--- config.mk ---
export PLATFORM = sky130hd
export DESIGN_NAME = afb_accelerator_initiator
export DESIGN_NICKNAME = d
export VERILOG_FILES = /design/src/rtl/afb_pkg.sv /design/src/rtl/afb_timeout_counter.sv /design/src/rtl/afb_accelerator_initiator.sv
export SDC_FILE = /design/constraint.sdc
export NUM_CORES = 1
export LEC_CHECK = 0
export BUFFER_PORTS_ARGS = -buffer_cell sky130_fd_sc_hd__buf_2
export CAP_MARGIN = 10
export CORE_MARGIN = 8
export CORE_UTILIZATION = 42
export DETAILED_ROUTE_END_ITERATION = 7
export GPL_TIMING_DRIVEN = 0
export HOLD_SLACK_MARGIN = 0.1
export PLACE_DENSITY = 0.76
export SYNTH_ARGS = -nofsm -noshare
export SYNTH_HDL_FRONTEND = slang
export SYNTH_SLANG_ARGS = --single-unit
--- constraint.sdc ---
create_clock -name clk -period 1.8 [get_ports clk]
set_input_delay 0.54 -clock clk [delete_from_list [all_inputs] [get_ports clk]]
set_output_delay 0.54 -clock clk [all_outputs]
set_load 0.02 [all_outputs]
--- src/rtl/afb_pkg.sv ---
// Shared AFB accelerator-pipe definitions: word widths, field positions, FSM encoding.
// Request word helper builds the 74-bit pipe word from a register-level command.
package afb_pkg;

    localparam int REQ_W        = 74;
    localparam int RSP_W        = 33;
    localparam int ADDR_W       = 36;
    localparam int DATA_W       = 32;
    localparam int IDX_W        = 5;
    localparam int REQ_LOCK_BIT = 73;
    localparam int REQ_RNW_BIT  = 72;
    localparam int REQ_MASK_MSB = 71;
    localparam int REQ_MASK_LSB = 68;
    localparam int REQ_ADDR_MSB = 67;
    localparam int REQ_ADDR_LSB = 32;
    localparam int REQ_DATA_MSB = 31;
    localparam int RSP_ERR_BIT  = 32;
    localparam int CNT_W        = 16;

    localparam logic [3:0] BYTE_MASK_DEFAULT = 4'hF;

    typedef enum logic [2:0] {
        ST_IDLE     = 3'd0,
        ST_SEND     = 3'd1,
        ST_WAIT_RSP = 3'd2,
        ST_DELIVER  = 3'd3,
        ST_FLUSH    = 3'd4
    } afb_state_e;

    function automatic logic [REQ_W-1:0] build_req(
        input logic [ADDR_W-1:0] base,
        input logic              rnw,
        input logic [IDX_W-1:0]  idx,
        input logic [DATA_W-1:0] wdata
    );
        logic [REQ_W-1:0] w;
        w = '0;
        w[REQ_LOCK_BIT]                = 1'b0;
        w[REQ_RNW_BIT]                 = rnw;
        w[REQ_MASK_MSB:REQ_MASK_LSB]   = BYTE_MASK_DEFAULT;
        w[REQ_ADDR_MSB:REQ_ADDR_LSB]   = base | {{(ADDR_W-IDX_W-2){1'b0}}, idx, 2'b00};
        w[REQ_DATA_MSB:0]              = rnw ? '0 : wdata;
        return w;
    endfunction

endpackage

--- src/rtl/afb_timeout_counter.sv ---
// Counts WAIT_RSP cycles without a response; expire pulses combinationally on the
// cycle the count reaches TIMEOUT_CYCLES, so an ack in that same cycle can still win.
module afb_timeout_counter
    import afb_pkg::*;
#(
    parameter int unsigned TIMEOUT_CYCLES = 1023
) (
    input  logic clk,
    input  logic reset,
    input  logic load,
    input  logic enable,
    output logic expire
);

    localparam logic [CNT_W-1:0] LAST = CNT_W'(TIMEOUT_CYCLES - 1);

    logic [CNT_W-1:0] count_q;
    logic [CNT_W-1:0] count_d;

    always_comb begin
        count_d = count_q;
        if (load) begin
            count_d = '0;
        end else if (enable) begin
            count_d = count_q + CNT_W'(1);
        end
    end

    always_ff @(posedge clk) begin
        if (reset) begin
            count_q <= '0;
        end else begin
            count_q <= count_d;
        end
    end

    assign expire = enable && (count_q == LAST);

endmodule

--- src/rtl/afb_accelerator_initiator.sv ---
// Single-outstanding register initiator onto the AFB request/response pipes; 3-cycle
// minimum accept-to-rsp_valid, stalls on pipe acks and holds the result until rsp_ready.
module afb_accelerator_initiator
    import afb_pkg::*;
#(
    parameter logic [ADDR_W-1:0] BASE_ADDR      = 36'h0,
    parameter int unsigned       TIMEOUT_CYCLES = 1023
) (
    input  logic              clk,
    input  logic              reset,
    input  logic              cmd_valid,
    output logic              cmd_ready,
    input  logic              cmd_read,
    input  logic [IDX_W-1:0]  cmd_reg_index,
    input  logic [DATA_W-1:0] cmd_wdata,
    output logic              rsp_valid,
    input  logic              rsp_ready,
    output logic [DATA_W-1:0] rsp_data,
    output logic              rsp_error,
    output logic              rsp_timeout,
    output logic              AFB_ACCELERATOR_REQUEST_pipe_write_req,
    input  logic              AFB_ACCELERATOR_REQUEST_pipe_write_ack,
    output logic [REQ_W-1:0]  AFB_ACCELERATOR_REQUEST_pipe_write_data,
    output logic              AFB_ACCELERATOR_RESPONSE_pipe_read_req,
    input  logic              AFB_ACCELERATOR_RESPONSE_pipe_read_ack,
    input  logic [RSP_W-1:0]  AFB_ACCELERATOR_RESPONSE_pipe_read_data
);

    afb_state_e        state_q;
    logic              flush_q;
    logic              cmd_ready_q;
    logic              write_req_q;
    logic              read_req_q;
    logic [REQ_W-1:0]  req_data_q;
    logic              rnw_q;
    logic              rsp_valid_q;
    logic [DATA_W-1:0] rsp_data_q;
    logic              rsp_error_q;
    logic              rsp_timeout_q;

    logic wr_xfer;
    logic rd_xfer;
    logic tmo_load;
    logic tmo_enable;
    logic tmo_expire;

    assign wr_xfer    = write_req_q && AFB_ACCELERATOR_REQUEST_pipe_write_ack;
    assign rd_xfer    = read_req_q && AFB_ACCELERATOR_RESPONSE_pipe_read_ack;
    assign tmo_load   = (state_q == ST_SEND) && wr_xfer;
    assign tmo_enable = (state_q == ST_WAIT_RSP) && !rd_xfer;

    afb_timeout_counter #(
        .TIMEOUT_CYCLES(TIMEOUT_CYCLES)
    ) u_timeout (
        .clk    (clk),
        .reset  (reset),
        .load   (tmo_load),
        .enable (tmo_enable),
        .expire (tmo_expire)
    );

    always_ff @(posedge clk) begin
        if (reset) begin
            state_q       <= ST_IDLE;
            flush_q       <= 1'b0;
            cmd_ready_q   <= 1'b0;
            write_req_q   <= 1'b0;
            read_req_q    <= 1'b0;
            req_data_q    <= '0;
            rnw_q         <= 1'b0;
            rsp_valid_q   <= 1'b0;
            rsp_data_q    <= '0;
            rsp_error_q   <= 1'b0;
            rsp_timeout_q <= 1'b0;
        end else begin
            case (state_q)
                ST_IDLE: begin
                    cmd_ready_q <= 1'b1;
                    if (cmd_valid && cmd_ready_q) begin
                        req_data_q  <= build_req(BASE_ADDR, cmd_read, cmd_reg_index, cmd_wdata);
                        rnw_q       <= cmd_read;
                        write_req_q <= 1'b1;
                        cmd_ready_q <= 1'b0;
                        state_q     <= ST_SEND;
                    end
                end
                ST_SEND: begin
                    if (wr_xfer) begin
                        write_req_q <= 1'b0;
                        read_req_q  <= 1'b1;
                        state_q     <= ST_WAIT_RSP;
                    end
                end
                ST_WAIT_RSP: begin
                    // Ack beats expiry when both land in the same cycle.
                    if (rd_xfer) begin
                        read_req_q    <= 1'b0;
                        rsp_valid_q   <= 1'b1;
                        rsp_data_q    <= rnw_q ? AFB_ACCELERATOR_RESPONSE_pipe_read_data[DATA_W-1:0] : '0;
                        rsp_error_q   <= AFB_ACCELERATOR_RESPONSE_pipe_read_data[RSP_ERR_BIT];
                        rsp_timeout_q <= 1'b0;
                        state_q       <= ST_DELIVER;
                    end else if (tmo_expire) begin
                        read_req_q    <= 1'b0;
                        rsp_valid_q   <= 1'b1;
                        rsp_data_q    <= '0;
                        rsp_error_q   <= 1'b1;
                        rsp_timeout_q <= 1'b1;
                        flush_q       <= 1'b1;
                        state_q       <= ST_DELIVER;
                    end
                end
                ST_DELIVER: begin
                    if (rsp_ready) begin
                        rsp_valid_q <= 1'b0;
                        if (flush_q) begin
                            read_req_q <= 1'b1;
                            state_q    <= ST_FLUSH;
                        end else begin
                            cmd_ready_q <= 1'b1;
                            state_q     <= ST_IDLE;
                        end
                    end
                end
                ST_FLUSH: begin
                    // The late response to the timed-out request is dropped here.
                    if (rd_xfer) begin
                        read_req_q  <= 1'b0;
                        flush_q     <= 1'b0;
                        cmd_ready_q <= 1'b1;
                        state_q     <= ST_IDLE;
                    end
                end
                default: begin
                    state_q <= ST_IDLE;
                end
            endcase
        end
    end

    assign cmd_ready                              = cmd_ready_q;
    assign rsp_valid                              = rsp_valid_q;
    assign rsp_data                               = rsp_data_q;
    assign rsp_error                              = rsp_error_q;
    assign rsp_timeout                            = rsp_timeout_q;
    assign AFB_ACCELERATOR_REQUEST_pipe_write_req  = write_req_q;
    assign AFB_ACCELERATOR_REQUEST_pipe_write_data = req_data_q;
    assign AFB_ACCELERATOR_RESPONSE_pipe_read_req  = read_req_q;

endmodule

==> impl_metrics.ini <==
[synthesis]
synth_area_um2 = 4050
synth-seq-area-share_pct = 48.0
avgSynthCellArea_um2 = 9.41
yosysUniqueCellTypes = 47
synth_largest_area_cell = dfxtp_1
synthFlopType = dfxtp_1
async_flop_share_pct = 0
yosys.area.top_type_share_pct = 48.0
ys_warn_count = 0
synth_seq_cells = 97
synth_edf_count = 0
synth_cells = 430
synthTopCellsByArea = dfxtp_1, a32o_1, buf_4

[final_layout]
drive_above_1_share_pct = 40.8
area_delta_synth_final_pct = 37.1
seq_area_um2 = 1950
finish.utilization_pct = 58.1
fillers = 880
fin_cells = 782
diodes = 0
multi_input_area_um2 = 1890
layout.nets = 723

[timing]
setup_viol = 1
final_max_slew_viol_count = 0
skew_ns = 0.0158
relSlewSlack_pct = 65.9
fmax_ghz = 0.556
min_period_ns = 1.80
hold_viol_final = 0
finalWorstSetupSlack_ns = -0.000177
rsz0062_at_grt = yes
worst-slew-pin-transition_ns = 0.512
period_share_pct = 100

[route]
wl_per_cell_um = 16.2
drc_errors = 0
drtPass1Iterations = 4
viasPerCell = 5.03
vias = 3936
drt_iter0_drc = 287
ant_nets = 0
drt-total-wl_um = 12700

[global_routing]
grt_pass1_wl_um = 19500
overflow = 0
first_global_vias = 3925
grt.total_usage_pct = 18.5
antenna_found_initial = 1
grt_max_degree = 15

[clock_network]
cts_buffers = 9
ctsHoldBuffers = 0
root_buffer = clkbuf_8
clockBufferDepth = 2
clock_latency_ns = 0.37
cts.htree.levels = 3
clock-sinks = 97
clk_transition_reported_paths_ns = 0.09
cts_tree = done

[die]
dieArea_um2 = 13000
initial_core_util_pct = 42.4
die_h_um = 114
coreArea_um2 = 9550
top_level_ports = 189
die_w_um = 114
rows = 36

[critical_path]
end_kind = flip-flop
cp.required_ns = 2.05
cp_max_fo = 5
worstReg2RegEnd = rsp_data[26]$_SDFFE_PP0P_
crit_type = flip-flop to flip-flop
worst-r2r-cell-count = 6
worstPathArrival_ns = 2.05
timing.rr.start = u_timeout.count_q[11]$_SDFFE_PP0P_
startpoint_type = flip-flop
regToRegSetupSlack_ns = -0.0002

[power_and_ir_drop]
p_total_mw = 4.05
power_leakage_nw = 2.49
peakVddDrop_uv = 399
power.density_nw_per_um2 = 729

[place]
dp_hpwl_um = 9430
portBuffers = 156
post-place-cells = 750
routabilityCongestion = 0.851

[worst_hold_path]
hold_path_end = rsp_data[15]$_SDFFE_PP0P_
worstHoldStart = AFB_ACCELERATOR_RESPONSE_pipe_read_data[15]
hold_path_depth = 2
hold_path.class = input pin to flip-flop

[status]
status = finished with violations
violations = setup timing

[flow_run]
cap_violations = 0
## logic make-up after synthesis
group,after synthesis,synth area share (%)
compound gates,103,18.0
fa+ha+maj,2,0.618
other cells,1,0.0926
simple gates,152,21.4
xor+xnor,7,1.51
flops,97,48.0
buf+inv,68,10.4
## timing repair
item / 4_1_cts / 5_1_grt
pin swaps: 14 / 22
setup endpoints to repair: 88 / 67
gates resized for setup: 27 / 24
endpoints found under the hold margin: 0 / 0
gates cloned: 4 / 0
buffers inserted: 7 / 7
## layer usage
layer	vias to the layer above	wire length, um	track usage (%)
met3	16	1200	6.91
met4	2	187	6.65
li1	1916	-	-
met5	-	8	0
met1	1843	5200	21.4
met2	159	6100	30.7
## where the power goes
part / internal, mW / total [mW] / leakage (nW) / switching, mW
logic: 0.212 / 0.527 / 1.62 / 0.315
clock network: 0.579 / 1.30 / 0.0867 / 0.724
registers: 2.18 / 2.22 / 0.788 / 0.0320
total: 2.98 / 4.05 / 2.49 / 1.07
## critical path, cell delays in order (launching register included)
cell     delay (ns)
dfxtp_2        0.33
or4_4          0.56
nor4_4         0.14
buf_4          0.19
o21ai_4        0.10
buf_6          0.15
a32o_2         0.24
## flip-flops by register name (all words and copies together), names as in the netlist
name / cells
cmd_ready: 1
rsp_timeout: 1
rsp_error: 1
flush_q: 1
u_timeout.count_q: 16
rsp_data: 32
rsp_valid: 1
rnw_q: 1
AFB_ACCELERATOR_REQUEST_pipe_write_req: 1
AFB_ACCELERATOR_REQUEST_pipe_write_data: 38
AFB_ACCELERATOR_RESPONSE_pipe_read_req: 1
state_q: 3
## final cells by class
class / instances / share of cell area [%]
inverter: 2 / 0.135
multi-input combinational: 297 / 34.1
clock inverter: 2 / 0.225
sequential: 97 / 35.2
tap: 133 / 3.00
buffer: 64 / 7.80
clock buffer: 14 / 2.93
timing repair buffer: 173 / 16.6
## worst max-delay path by stage
stage | to | from | slack, ns
2_1_floorplan | rsp_error$_SDFFE_PP0P_ | u_timeout.count_q[15]$_SDFFE_PP0P_ | 0.02
5_1_grt | rsp_data[10]$_SDFFE_PP0P_ | u_timeout.count_q[11]$_SDFFE_PP0P_ | -0.07
3_5_place_dp | u_timeout.count_q[10]$_SDFFE_PP0P_ | AFB_ACCELERATOR_REQUEST_pipe_write_ack | -0.36
6_report | rsp_data[26]$_SDFFE_PP0P_ | u_timeout.count_q[11]$_SDFFE_PP0P_ | -0.0002
4_1_cts | rsp_data[10]$_SDFFE_PP0P_ | u_timeout.count_q[15]$_SDFFE_PP0P_ | -0.02
3_3_place_gp | rnw_q$_SDFFE_PP0P_ | cmd_valid | -0.31
## synth_stat cells (all sizes together) (2+ instances only)
cell type	instances
nand2b	2
o31ai	2
nand3b	34
nand3	9
xor2	4
a31oi	2
o211ai	4
a32o	32
buf	44
and3	2
or4	8
o21ai	5
a21oi	49
xnor2	3
and4	2
nand4	4
nor3	2
nor3b	2
ha	2
a211oi	3
or3	4
nor2	16
nor4	5
clkbuf	22
nand2	58
dfxtp	97
## per-stage QoR
step	hold slack (ns)	area, um^2	worst slack [ns]	TNS [ns]
6_report	0.385	5550	-0.000177	-0.000177
5_1_grt	0.365	5550	-0.0700	-0.974
4_1_cts	0.375	5430	-0.0239	-0.205
3_5_place_dp	0.442	5110	-0.356	-23.96
3_3_place_gp	0.437	5110	-0.314	-20.36
2_1_floorplan	0.444	4160	0.0188	0
## cell usage in the layout (no fill, tap or decap), types with 5 or more instances in the layout
master / instances
buf_2: 156
dfxtp_1: 90
nand2_1: 58
buf_4: 51
a21oi_1: 46
nand3b_1: 34
conb_1: 32
a32o_1: 31
clkbuf_1: 17
nor2_1: 16
clkbuf_8: 11
buf_6: 8
nand3_1: 7
dfxtp_2: 6
clkbuf_2: 5
or4_1: 5
Note: power is estimated with default switching activity, not from simulation.
